File: src/rtl/pe_seq_ctrl_if.sv
// pe_seq_ctrl_if -- operand and result handshake bundle for pe_seq_ctrl.
//   Operand channel : i_op_valid / o_op_ready carry one row of three a- and
//                     three b-elements (i_op_a, i_op_b).
//   Result channel  : o_res_valid / i_res_ready carry one dot-product result
//                     (o_res_data) tagged with its row index (o_res_idx).
//   slave  modport  : the sequencer side.
//   master modport  : the side that feeds operands and consumes results.
interface pe_seq_ctrl_if #(
   parameter int A = 8,
   parameter int B = 8,
   parameter int O = A + B + 2
);
   logic           i_op_valid;
   logic           o_op_ready;
   logic [3*A-1:0] i_op_a;
   logic [3*B-1:0] i_op_b;
   logic           o_res_valid;
   logic           i_res_ready;
   logic [O-1:0]   o_res_data;
   logic [7:0]     o_res_idx;

   modport slave (
      input  i_op_valid, i_op_a, i_op_b, i_res_ready,
      output o_op_ready, o_res_valid, o_res_data, o_res_idx
   );

   modport master (
      output i_op_valid, i_op_a, i_op_b, i_res_ready,
      input  o_op_ready, o_res_valid, o_res_data, o_res_idx
   );
endinterface

File: src/rtl/pe_seq_ctrl.sv
// pe_seq_ctrl -- sequences rows of operands into a fixed-latency dot-product
// PE and buffers the PE results in a small show-ahead FIFO.
//   i_clk, i_resetn    : clock, asynchronous active-low reset
//   i_start            : job start request (honoured only when idle)
//   i_num_rows         : rows in the job, sampled on an accepted start
//   bus (slave)        : operand row in / result out handshakes
//   o_pe_mul_a/b       : registered operand drive to the PE (0 when idle)
//   i_pe_out           : PE dot-product result, valid PE_LAT edges after drive
//   o_busy             : job in progress (RUN or DRAIN)
//   o_done             : one-cycle pulse at job completion
// Every output is a flop; next values are computed in one combinational block.
module pe_seq_ctrl #(
   parameter int A      = 8,
   parameter int B      = 8,
   parameter int PE_LAT = 2,
   parameter int O      = A + B + 2
) (
   input  logic           i_clk,
   input  logic           i_resetn,
   input  logic           i_start,
   input  logic [7:0]     i_num_rows,
   pe_seq_ctrl_if.slave   bus,
   output logic [3*A-1:0] o_pe_mul_a,
   output logic [3*B-1:0] o_pe_mul_b,
   input  logic [O-1:0]   i_pe_out,
   output logic           o_busy,
   output logic           o_done
);

   localparam int D  = PE_LAT + 2;          // result FIFO depth
   localparam int PW = $clog2(D);           // FIFO pointer width
   localparam int CW = $clog2(D + 1);       // FIFO / inflight count width

   localparam logic [1:0] S_IDLE  = 2'd0;
   localparam logic [1:0] S_RUN   = 2'd1;
   localparam logic [1:0] S_DRAIN = 2'd2;
   localparam logic [1:0] S_DONE  = 2'd3;

   localparam logic [CW-1:0] CNT_ZERO = {CW{1'b0}};
   localparam logic [CW-1:0] CNT_ONE  = CW'(1);
   localparam logic [CW:0]   CREDIT   = (CW + 1)'(D);

   // Number of rows still travelling through the PE tracking pipeline.
   function automatic logic [CW-1:0] count_ones(input logic [PE_LAT:0] v);
      logic [CW-1:0] n;
      n = CNT_ZERO;
      for (int i = 0; i <= PE_LAT; i++) begin
         n = n + {{(CW-1){1'b0}}, v[i]};
      end
      return n;
   endfunction

   // Circular increment; the depth is generally not a power of two.
   function automatic logic [PW-1:0] ptr_inc(input logic [PW-1:0] p);
      logic [PW-1:0] r;
      if (p == PW'(D - 1)) begin
         r = {PW{1'b0}};
      end else begin
         r = p + PW'(1);
      end
      return r;
   endfunction

   logic [1:0]     state_r,   state_nx_s;
   logic [7:0]     rows_r,    rows_nx_s;
   logic [7:0]     issue_r,   issue_nx_s;
   logic [7:0]     idx_r,     idx_nx_s;
   // track_r[0..PE_LAT-1] follow the PE pipeline; track_r[PE_LAT] marks the
   // cycle in which i_pe_out belongs to an issued row and is captured.
   logic [PE_LAT:0] track_r,  track_nx_s;
   logic [O-1:0]   mem_r [D];
   logic [PW-1:0]  wr_ptr_r,  wr_ptr_nx_s;
   logic [PW-1:0]  rd_ptr_r,  rd_ptr_nx_s;
   logic [CW-1:0]  cnt_r,     cnt_nx_s;
   logic [3*A-1:0] mul_a_r,   mul_a_nx_s;
   logic [3*B-1:0] mul_b_r,   mul_b_nx_s;
   logic           ready_r,   ready_nx_s;
   logic           valid_r,   valid_nx_s;
   logic [O-1:0]   data_r,    data_nx_s;
   logic           busy_r,    busy_nx_s;
   logic           done_r,    done_nx_s;

   logic           hs_s;
   logic           push_s;
   logic           pop_s;
   logic           start_ok_s;
   logic [CW-1:0]  inflight_s;
   logic [CW-1:0]  inflight_nx_s;

   assign hs_s          = bus.i_op_valid && ready_r;
   assign push_s        = track_r[PE_LAT];
   assign pop_s         = valid_r && bus.i_res_ready;
   assign start_ok_s    = (state_r == S_IDLE) && i_start && (i_num_rows != 8'd0);
   assign inflight_s    = count_ones(track_r);
   assign inflight_nx_s = count_ones(track_nx_s);

   assign bus.o_op_ready  = ready_r;
   assign bus.o_res_valid = valid_r;
   assign bus.o_res_data  = data_r;
   assign bus.o_res_idx   = idx_r;
   assign o_pe_mul_a      = mul_a_r;
   assign o_pe_mul_b      = mul_b_r;
   assign o_busy          = busy_r;
   assign o_done          = done_r;

   // Next-state computation for the FSM, counters, FIFO and all outputs.
   always_comb begin
      state_nx_s  = state_r;
      rows_nx_s   = rows_r;
      issue_nx_s  = issue_r;
      idx_nx_s    = idx_r;
      track_nx_s  = {track_r[PE_LAT-1:0], hs_s};
      wr_ptr_nx_s = wr_ptr_r;
      rd_ptr_nx_s = rd_ptr_r;
      cnt_nx_s    = cnt_r;
      data_nx_s   = data_r;
      mul_a_nx_s  = {(3*A){1'b0}};
      mul_b_nx_s  = {(3*B){1'b0}};

      case (state_r)
         S_IDLE: begin
            if (i_start) begin
               if (i_num_rows != 8'd0) begin
                  state_nx_s = S_RUN;
               end else begin
                  state_nx_s = S_DONE;
               end
            end else begin
               state_nx_s = S_IDLE;
            end
         end
         S_RUN: begin
            if (hs_s && (issue_r == rows_r - 8'd1)) begin
               state_nx_s = S_DRAIN;
            end else begin
               state_nx_s = S_RUN;
            end
         end
         S_DRAIN: begin
            // Final pop: nothing else buffered and nothing left in the PE.
            if (pop_s && (cnt_r == CNT_ONE) && (inflight_s == CNT_ZERO)) begin
               state_nx_s = S_DONE;
            end else begin
               state_nx_s = S_DRAIN;
            end
         end
         S_DONE: begin
            state_nx_s = S_IDLE;
         end
         default: begin
            state_nx_s = S_IDLE;
         end
      endcase

      if (start_ok_s) begin
         rows_nx_s  = i_num_rows;
         issue_nx_s = 8'd0;
         idx_nx_s   = 8'd0;
      end else begin
         if (hs_s) begin
            issue_nx_s = issue_r + 8'd1;
         end else begin
            issue_nx_s = issue_r;
         end
         if (pop_s) begin
            idx_nx_s = idx_r + 8'd1;
         end else begin
            idx_nx_s = idx_r;
         end
      end

      if (hs_s) begin
         mul_a_nx_s = bus.i_op_a;
         mul_b_nx_s = bus.i_op_b;
      end else begin
         mul_a_nx_s = {(3*A){1'b0}};
         mul_b_nx_s = {(3*B){1'b0}};
      end

      if (push_s) begin
         wr_ptr_nx_s = ptr_inc(wr_ptr_r);
      end else begin
         wr_ptr_nx_s = wr_ptr_r;
      end
      if (pop_s) begin
         rd_ptr_nx_s = ptr_inc(rd_ptr_r);
      end else begin
         rd_ptr_nx_s = rd_ptr_r;
      end

      case ({push_s, pop_s})
         2'b10:   cnt_nx_s = cnt_r + CNT_ONE;
         2'b01:   cnt_nx_s = cnt_r - CNT_ONE;
         default: cnt_nx_s = cnt_r;
      endcase

      // Registered show-ahead head: the next head is either the entry behind
      // the one being popped, or the incoming PE result when the FIFO would
      // otherwise be empty.
      if (pop_s) begin
         if (cnt_r > CNT_ONE) begin
            data_nx_s = mem_r[ptr_inc(rd_ptr_r)];
         end else if (push_s) begin
            data_nx_s = i_pe_out;
         end else begin
            data_nx_s = data_r;
         end
      end else if (push_s && (cnt_r == CNT_ZERO)) begin
         data_nx_s = i_pe_out;
      end else begin
         data_nx_s = data_r;
      end

      valid_nx_s = (cnt_nx_s != CNT_ZERO);
      busy_nx_s  = (state_nx_s == S_RUN) || (state_nx_s == S_DRAIN);
      done_nx_s  = (state_nx_s == S_DONE);
      // Credit check without counting a same-cycle pop, so the FIFO can
      // always absorb every row already sent into the PE.
      ready_nx_s = (state_nx_s == S_RUN) &&
                   (({1'b0, cnt_nx_s} + {1'b0, inflight_nx_s}) < CREDIT);
   end

   // Control, counter, tracking and output registers.
   always_ff @(posedge i_clk or negedge i_resetn) begin
      if (!i_resetn) begin
         state_r  <= S_IDLE;
         rows_r   <= 8'd0;
         issue_r  <= 8'd0;
         idx_r    <= 8'd0;
         track_r  <= {(PE_LAT+1){1'b0}};
         wr_ptr_r <= {PW{1'b0}};
         rd_ptr_r <= {PW{1'b0}};
         cnt_r    <= CNT_ZERO;
         mul_a_r  <= {(3*A){1'b0}};
         mul_b_r  <= {(3*B){1'b0}};
         ready_r  <= 1'b0;
         valid_r  <= 1'b0;
         data_r   <= {O{1'b0}};
         busy_r   <= 1'b0;
         done_r   <= 1'b0;
      end else begin
         state_r  <= state_nx_s;
         rows_r   <= rows_nx_s;
         issue_r  <= issue_nx_s;
         idx_r    <= idx_nx_s;
         track_r  <= track_nx_s;
         wr_ptr_r <= wr_ptr_nx_s;
         rd_ptr_r <= rd_ptr_nx_s;
         cnt_r    <= cnt_nx_s;
         mul_a_r  <= mul_a_nx_s;
         mul_b_r  <= mul_b_nx_s;
         ready_r  <= ready_nx_s;
         valid_r  <= valid_nx_s;
         data_r   <= data_nx_s;
         busy_r   <= busy_nx_s;
         done_r   <= done_nx_s;
      end
   end

   // Result FIFO storage, written when a tracked row leaves the PE.
   always_ff @(posedge i_clk or negedge i_resetn) begin
      if (!i_resetn) begin
         for (int i = 0; i < D; i++) begin
            mem_r[i] <= {O{1'b0}};
         end
      end else begin
         if (push_s) begin
            mem_r[wr_ptr_r] <= i_pe_out;
         end
      end
   end

endmodule

File: src/flat_wrapper.sv
// flat-port wrapper written by rule: the top's interface ports become plain ports
module pe_seq_ctrl_flat 
#(
   parameter int A      = 8,
   parameter int B      = 8,
   parameter int PE_LAT = 2,
   parameter int O      = A + B + 2
)
  (i_clk, i_resetn, i_start, i_num_rows, o_pe_mul_a, o_pe_mul_b, i_pe_out, o_busy, o_done, bus_i_op_valid, bus_i_op_a, bus_i_op_b, bus_i_res_ready, bus_o_op_ready, bus_o_res_valid, bus_o_res_data, bus_o_res_idx);
  pe_seq_ctrl_if #(.A(A), .B(B), .O(O)) bus_i ();
  input  logic i_clk;
  input  logic i_resetn;
  input  logic i_start;
  input  logic [7:0] i_num_rows;
  output logic [3*A-1:0] o_pe_mul_a;
  output logic [3*B-1:0] o_pe_mul_b;
  input  logic [O-1:0] i_pe_out;
  output logic o_busy;
  output logic o_done;
  input wire logic [$bits(bus_i.i_op_valid)-1:0] bus_i_op_valid;
  input wire logic [$bits(bus_i.i_op_a)-1:0] bus_i_op_a;
  input wire logic [$bits(bus_i.i_op_b)-1:0] bus_i_op_b;
  input wire logic [$bits(bus_i.i_res_ready)-1:0] bus_i_res_ready;
  output wire logic [$bits(bus_i.o_op_ready)-1:0] bus_o_op_ready;
  output wire logic [$bits(bus_i.o_res_valid)-1:0] bus_o_res_valid;
  output wire logic [$bits(bus_i.o_res_data)-1:0] bus_o_res_data;
  output wire logic [$bits(bus_i.o_res_idx)-1:0] bus_o_res_idx;
  assign bus_i.i_op_valid = bus_i_op_valid;
  assign bus_i.i_op_a = bus_i_op_a;
  assign bus_i.i_op_b = bus_i_op_b;
  assign bus_i.i_res_ready = bus_i_res_ready;
  assign bus_o_op_ready = bus_i.o_op_ready;
  assign bus_o_res_valid = bus_i.o_res_valid;
  assign bus_o_res_data = bus_i.o_res_data;
  assign bus_o_res_idx = bus_i.o_res_idx;
  pe_seq_ctrl #(.A(A), .B(B), .PE_LAT(PE_LAT), .O(O)) u_core (.i_clk(i_clk), .i_resetn(i_resetn), .i_start(i_start), .i_num_rows(i_num_rows), .bus(bus_i), .o_pe_mul_a(o_pe_mul_a), .o_pe_mul_b(o_pe_mul_b), .i_pe_out(i_pe_out), .o_busy(o_busy), .o_done(o_done));
endmodule
File: config.mk
export PLATFORM = sky130hd
export DESIGN_NAME = pe_seq_ctrl_flat
export DESIGN_NICKNAME = d
export VERILOG_FILES = /design/src/rtl/pe_seq_ctrl_if.sv /design/src/rtl/pe_seq_ctrl.sv /design/src/flat_wrapper.sv
export SDC_FILE = /design/constraint.sdc
export NUM_CORES = 1
export LEC_CHECK = 0
export CORE_MARGIN = 1
export CORE_UTILIZATION = 50
export DETAILED_ROUTE_END_ITERATION = 16
export PLACE_DENSITY = 0.85
export SLEW_MARGIN = 20
export SYNTH_ARGS = -nofsm -noshare
export SYNTH_HDL_FRONTEND = slang
export SYNTH_SLANG_ARGS = --single-unit
File: constraint.sdc
create_clock -name i_clk -period 3.38 [get_ports i_clk]
set_clock_uncertainty 0.1 [all_clocks]
set_input_delay 0.845 -clock i_clk [delete_from_list [all_inputs] [get_ports i_clk]]
set_output_delay 0.845 -clock i_clk [all_outputs]
set_load 0.05 [all_outputs]
# Word-level counts from Yosys, hierarchy flattened
# Index checks and enable logic that the tools add are counted.
# word_totals
register_bits,178
out_inout_bits,78
wordCells,97
# op_classes
addsub,12
n_lt_le_gt_ge,5
eq_ne,13
n_mux,26
bitwise_logic,2
n_reduce_logical,20
# ops
operator,count
2-to-1 mux 18 bit,7
bitwise mux 72 bit,1
2-to-1 mux 24 bit,2
binary-select mux 18 bit (select 2 bit),1
demux 18 bit (select 2 bit),1
2-to-1 mux 8 bit,4
"adder 8 x 1 -> 8 bit, second input constant",2
"== test 2 bit, second input constant",7
2-to-1 mux 2 bit,7
logical AND 1 bit,10
== test 8 bit,1
case mux 2 bit (4 select lines),1
nonzero test 8 bit,1
"subtractor 8 x 1 -> 8 bit, second input constant",1
adder 3 x 1 -> 3 bit,2
"== test 2 x 1 -> 1 bit, second input constant",3
">= comparator 3 bit, second input constant",2
zero test 3 bit,2
inverter 2 -> 3 bit,2
case mux 3 bit (2 select lines),1
nonzero test 2 bit,3
adder 1 x 1 -> 2 bit,2
"adder 2 x 1 -> 2 bit, second input constant",2
adder 3 x 3 -> 4 bit,1
other kinds (12),12

# Logic depth before layout (Yosys ltp)
# depth
ltp_word,10
ltp_mapped,11
ltp_nobuf,10

# Worst setup path after synthesis
# No wires, ideal clock.
# synth_path
path_type,in2reg
startpoint,input bus_i_res_ready
endpoint,"register u_core.ready_r, in the netlist u_core.bus.o_op_ready"
setup_time_ps,82
arrival_time_ps,3056
t_required_ps,3198
path_slack_ps,142
cell_stages,10
n_path_buf,1
cell_sequence,and2_1 buf_2 inv_1 ha_1 nor2_1 mux2i_1 o221ai_1 ha_1 or4b_2 a31oi_1
# synth_via
word_cells_on_any_way,12
# synth_rtl
item,line,rtl
"start, declared",flat_wrapper.sv:23,input wire logic [$bits(bus_i.i_res_ready)-1:0] bus_i_res_ready;
logical AND 1 bit (*),pe_seq_ctrl.sv:92,assign pop_s = valid_r && bus.i_res_ready;
net u_core.pop_s,pe_seq_ctrl.sv:85,logic pop_s;
== test 2 x 1 -> 1 bit / == test 2 bit (equally long branches),pe_seq_ctrl.sv:191,"case ({push_s, pop_s})"
case mux 3 bit (2 select lines) (*),pe_seq_ctrl.sv:191,
net u_core.cnt_nx_s[2],pe_seq_ctrl.sv:74,"logic [CW-1:0] cnt_r, cnt_nx_s;"
adder 3 x 3 -> 4 bit (*),pe_seq_ctrl.sv:220,"(({1'b0, cnt_nx_s} + {1'b0, inflight_nx_s}) < CREDIT);"
< comparator 4 x 3 -> 1 bit (*),pe_seq_ctrl.sv:220,
logical AND 1 bit (*),pe_seq_ctrl.sv:219,ready_nx_s = (state_nx_s == S_RUN) &&
net u_core.ready_nx_s,pe_seq_ctrl.sv:77,"logic ready_r, ready_nx_s;"
"end signal, assigned",pe_seq_ctrl.sv:252,ready_r <= ready_nx_s;
"end, declared",pe_seq_ctrl.sv:77,
# Mark *: on every way through the listed nets, which the timed path passes. The rest lies on a longest branch.
# A chain may end at the register's enable or synchronous reset.

# Worst setup path in the final report
# layout_path
startpoint,input bus_i_res_ready
endpoint,"register u_core.ready_r, in the netlist u_core.bus.o_op_ready"
# layout_via
word_cells_on_any_way,12
# layout_rtl
item,line
logical AND 1 bit (*),pe_seq_ctrl.sv:92
== test 2 x 1 -> 1 bit / == test 2 bit (equally long branches),pe_seq_ctrl.sv:191
case mux 3 bit (2 select lines) (*),pe_seq_ctrl.sv:191
net u_core.cnt_nx_s[2],pe_seq_ctrl.sv:74
adder 3 x 3 -> 4 bit (*),pe_seq_ctrl.sv:220
< comparator 4 x 3 -> 1 bit (*),pe_seq_ctrl.sv:220
logical AND 1 bit (*),pe_seq_ctrl.sv:219
net u_core.ready_nx_s,pe_seq_ctrl.sv:77
# Marks and branches as above.

==> run_results.csv <==
group,metric,value,unit
detailed_routing,vias,5217,
cts,clk_latency,0.42,ns
synth,synth_edf_count,0,
cts,root_buffer,"clkbuf_16",
floorplan,num_rows,45,
cts,path_clk_slew,0.06,ns
synth,synth-xor-area-share,2.585,%
min_path,hold_path.class,"primary input to asynchronous set/reset pin",
setup_path,worst_setup_path_end_kind,"flop",
synth,synth_area,7794,sq um
synth,yosysSeqAreaShare,57.15,%
finish,n_antenna_cell,0,
global_route,grt_antenna_before_repair,0,
setup_path,critical_path_required,3.62,ns
synth,yosys.area_share.simple,10.35,%
detailed_routing,ant_nets,0,
global_route,grt-ovfl-total,0,
setup_path,crit_fanout,3,
global_route,grtUsageTotal,22.56,%
cts,clock_sinks,178,
timing,finalSetupViolCount,0,
synth,yosys_register_bits,178,
finish,fill_cells,1041,
synth,synthMuxAreaShare,18.90,%
synth,yosysUniqueCellTypes,47,
placed_design,port-buffer-count,156,
synth,synth_fp_nets,690,
finish,drive_gt1_share,20.00,%
floorplan,start_util,51.27,%
timing,maxSlewViolCount,0,
detailed_routing,wirelength,16.94,mm
finish,design_area,10200,sq um
cts,cts_max_level,4,
power_and_ir_drop,power.density,940.2,nW/um^2
placed_design,placed_area,9539,sq um
run_status,outcome,"finished clean",
cts,postCtsHoldBufs,0,
timing,finalCriticalPeriod,3.196,ns
detailed_routing,drtIter0Drc,194,
synth,synth_top_family_by_area,"multiplexers",
synth,synthAdderAreaFrac,4.206,%
timing,worst_pin_slew,0.9762,ns
setup_path,cp.arrival,3.44,ns
detailed_routing,routed_via_density,5.532,
detailed_routing,routedWlPerCell,17.97,microns
timing,fin_setup_tns,0,ns
synth,netlist_instances,586,
setup_path,critPathKind,"primary input to flop",
timing,hold_violations,0,
global_route,grt_pass1_vias,5569,
timing,rsz0062_at_grt,"false",
floorplan,die-height,126.9,microns
flow_run,cap_violations,0,
synth,yosys_warnings,0,
setup_path,startpoint_type,"primary input",
cts,numCtsBuffers,17,
power_and_ir_drop,irDropWorstVdd,0.4989,mV
synth,ys_async_sr_fraction,100.0,%
floorplan,die_w,126.9,microns
placed_design,hpwl,11.48,mm
floorplan,core_area,15200,sq um
timing,maxSlewHeadroom,34.76,%
global_route,grt_pass1_wl,27.78,mm
cts,cts_buffer_depth,2,
placed_design,routabilityCongestion,0.8873,
global_route,grt_max_degree,89,
finish,final_util,67.13,%
floorplan,io_pins,157,
detailed_routing,route.detailed.drc,0,
floorplan,die-area,16090,sq um
cts,cts_tree,"built",
synth,synth.avg_cell_area,13.30,sq um
finish,area_growth,30.94,%
synth,synth-compound-area-share,3.997,%
detailed_routing,drt-pass1-iter-count,5,
timing,max_freq,312.9,MHz
timing,period_share,94.57,%
finish,nets,847,
power_and_ir_drop,total_leakage_power,0.004675,uW
synth,synth-main-ff-cell,"dfrtp_1",
==> final timing paths <==
| check | endpoint | slack (ns) | start | cells after the start |
|---|---|---|---|---|
| min | u_core.mem_r[51]$_DFFE_PN0P_ | 0.36 | i_resetn | 1 |
| max in group asynchronous | u_core.mem_r[28]$_DFFE_PN0P_ | 1.98 | i_resetn | 2 |
| min in group i_clk | u_core.bus.o_res_data[6]$_DFFE_PN0P_ | 0.38 | u_core.bus.o_res_data[6]$_DFFE_PN0P_ | 2 |
| max reg2reg | u_core.bus.o_op_ready$_DFF_PN0_ | 0.38 | u_core.track_r[0]$_DFF_PN0_ | 10 |
| max | u_core.bus.o_op_ready$_DFF_PN0_ | 0.18 | bus_i_res_ready | 10 |
| min reg2reg | u_core.bus.o_res_data[6]$_DFFE_PN0P_ | 0.38 | u_core.bus.o_res_data[6]$_DFFE_PN0P_ | 2 |
==> placed cells by master, fill, tap and decap left out, drive strengths merged, types with 3 or more instances in the layout <==
cell type	netlist	final
nand2	40	40
nor2	21	21
clkdlybuf4s50	0	155
bufinv	0	5
a21oi	8	8
clkinvlp	0	3
ha	23	23
mux4	18	18
nand4	5	5
mux2i	20	20
inv	13	13
a21o	4	4
nand2b	4	4
dfrtp	178	178
buf	17	14
o21ai	29	29
mux2	77	77
xor2	15	15
and3	51	51
nor3	7	7
nand3	8	8
clkbuf	14	22
xnor2	8	8
==> where the power goes <==
| group | total [uW] | switching, uW | leakage (uW) | internal, uW |
|---|---|---|---|---|
| clock | 2150 | 786 | 0.000308 | 1370 |
| combinational | 3970 | 2140 | 0.00216 | 1830 |
| sequential | 3470 | 539 | 0.00220 | 2940 |
==> cells in the mapped netlist (all sizes together) (4+ instances only) <==
cell	number	area share [%]
nor2	21	1.1
buf	17	1.4
nand2	40	1.9
clkbuf	14	0.72
dfrtp	178	57
nor3	7	0.51
mux2	77	11
ha	23	3.7
and3	51	4.1
inv	13	0.63
mux4	18	5.2
nand2b	4	0.32
xor2	15	1.7
o21ai	29	1.9
xnor2	8	0.90
a21o	4	0.39
nand4	5	0.40
mux2i	20	2.6
nand3	8	0.51
a21oi	8	0.51
==> routing by layer <==
metal,routed length [microns],global-route usage (%),part of all wire [%],vias to the layer above
li1,-,-,-,2392
met1,6666,25.66,39,2664
met2,9166,40.76,54,134
met3,782,5.778,4.6,27
met4,325,8.473,1.9,0
met5,0,0,0,-
==> sequential cells by signal, indices dropped and copies added (netlist names), 3 cells and up <==
name / count
u_core.bus.o_res_idx: 8
u_core.o_pe_mul_a: 24
u_core.track_r: 3
u_core.mem_r: 72
u_core.cnt_r: 3
u_core.bus.o_res_data: 18
u_core.issue_r: 8
u_core.o_pe_mul_b: 24
u_core.rows_r: 8
==> critical path, stage by stage <==
cell and delay (ns):
clkdlybuf4s50_1 0.45, and2_1 0.14, inv_1 0.06, ha_1 0.33
nor2_1 0.22, mux2i_1 0.13, o221ai_2 0.21, ha_1 0.26
or4b_2 0.62, a31oi_1 0.16
==> metrics by stage <==
stage	instances	power, uW	setup WS [ns]	hold WS (ns)
5_1_grt	943	10120	0.04186	0.4069
4_1_cts	943	9651	0.1686	0.3841
2_1_floorplan	586	6262	0.1419	0.3499
6_report	943	9594	0.1837	0.3609
3_5_place_dp	912	7469	-0.2712	0.3696
3_3_place_gp	912	7206	-0.1221	0.3603
==> repair_timing <==
| action | in CTS | in global routing |
|---|---|---|
| endpoints found under the hold margin | 0 | 0 |
| setup buffers | 0 | 0 |
| setup endpoints to repair | 0 | 1 |
| gates resized for setup | 0 | 1 |
==> cell families (layout without fill, tap and decap cells) <==
kind of cell,count (synthesis),count (layout)
xor gates and xnor gates,23,23
buffers and inverters,45,214
muxes,115,115
adders and majority gates,25,25
and+or+nand+nor,148,148
DFF,178,178
AOI/OAI and AO/OA,52,52
==> final cells by class <==
cell class / count / area (sq um) / area share, %
clock buffer: 22 / 474.2 / 4.647
clock inverter: 9 / 177.7 / 1.741
inverter: 14 / 52.55 / 0.5150
multi-input combinational: 363 / 3138 / 30.75
sequential: 178 / 4454 / 43.65
tap: 188 / 235.2 / 2.305
timing repair buffer: 169 / 1673 / 16.39
(Power assumes the default switching activity.)
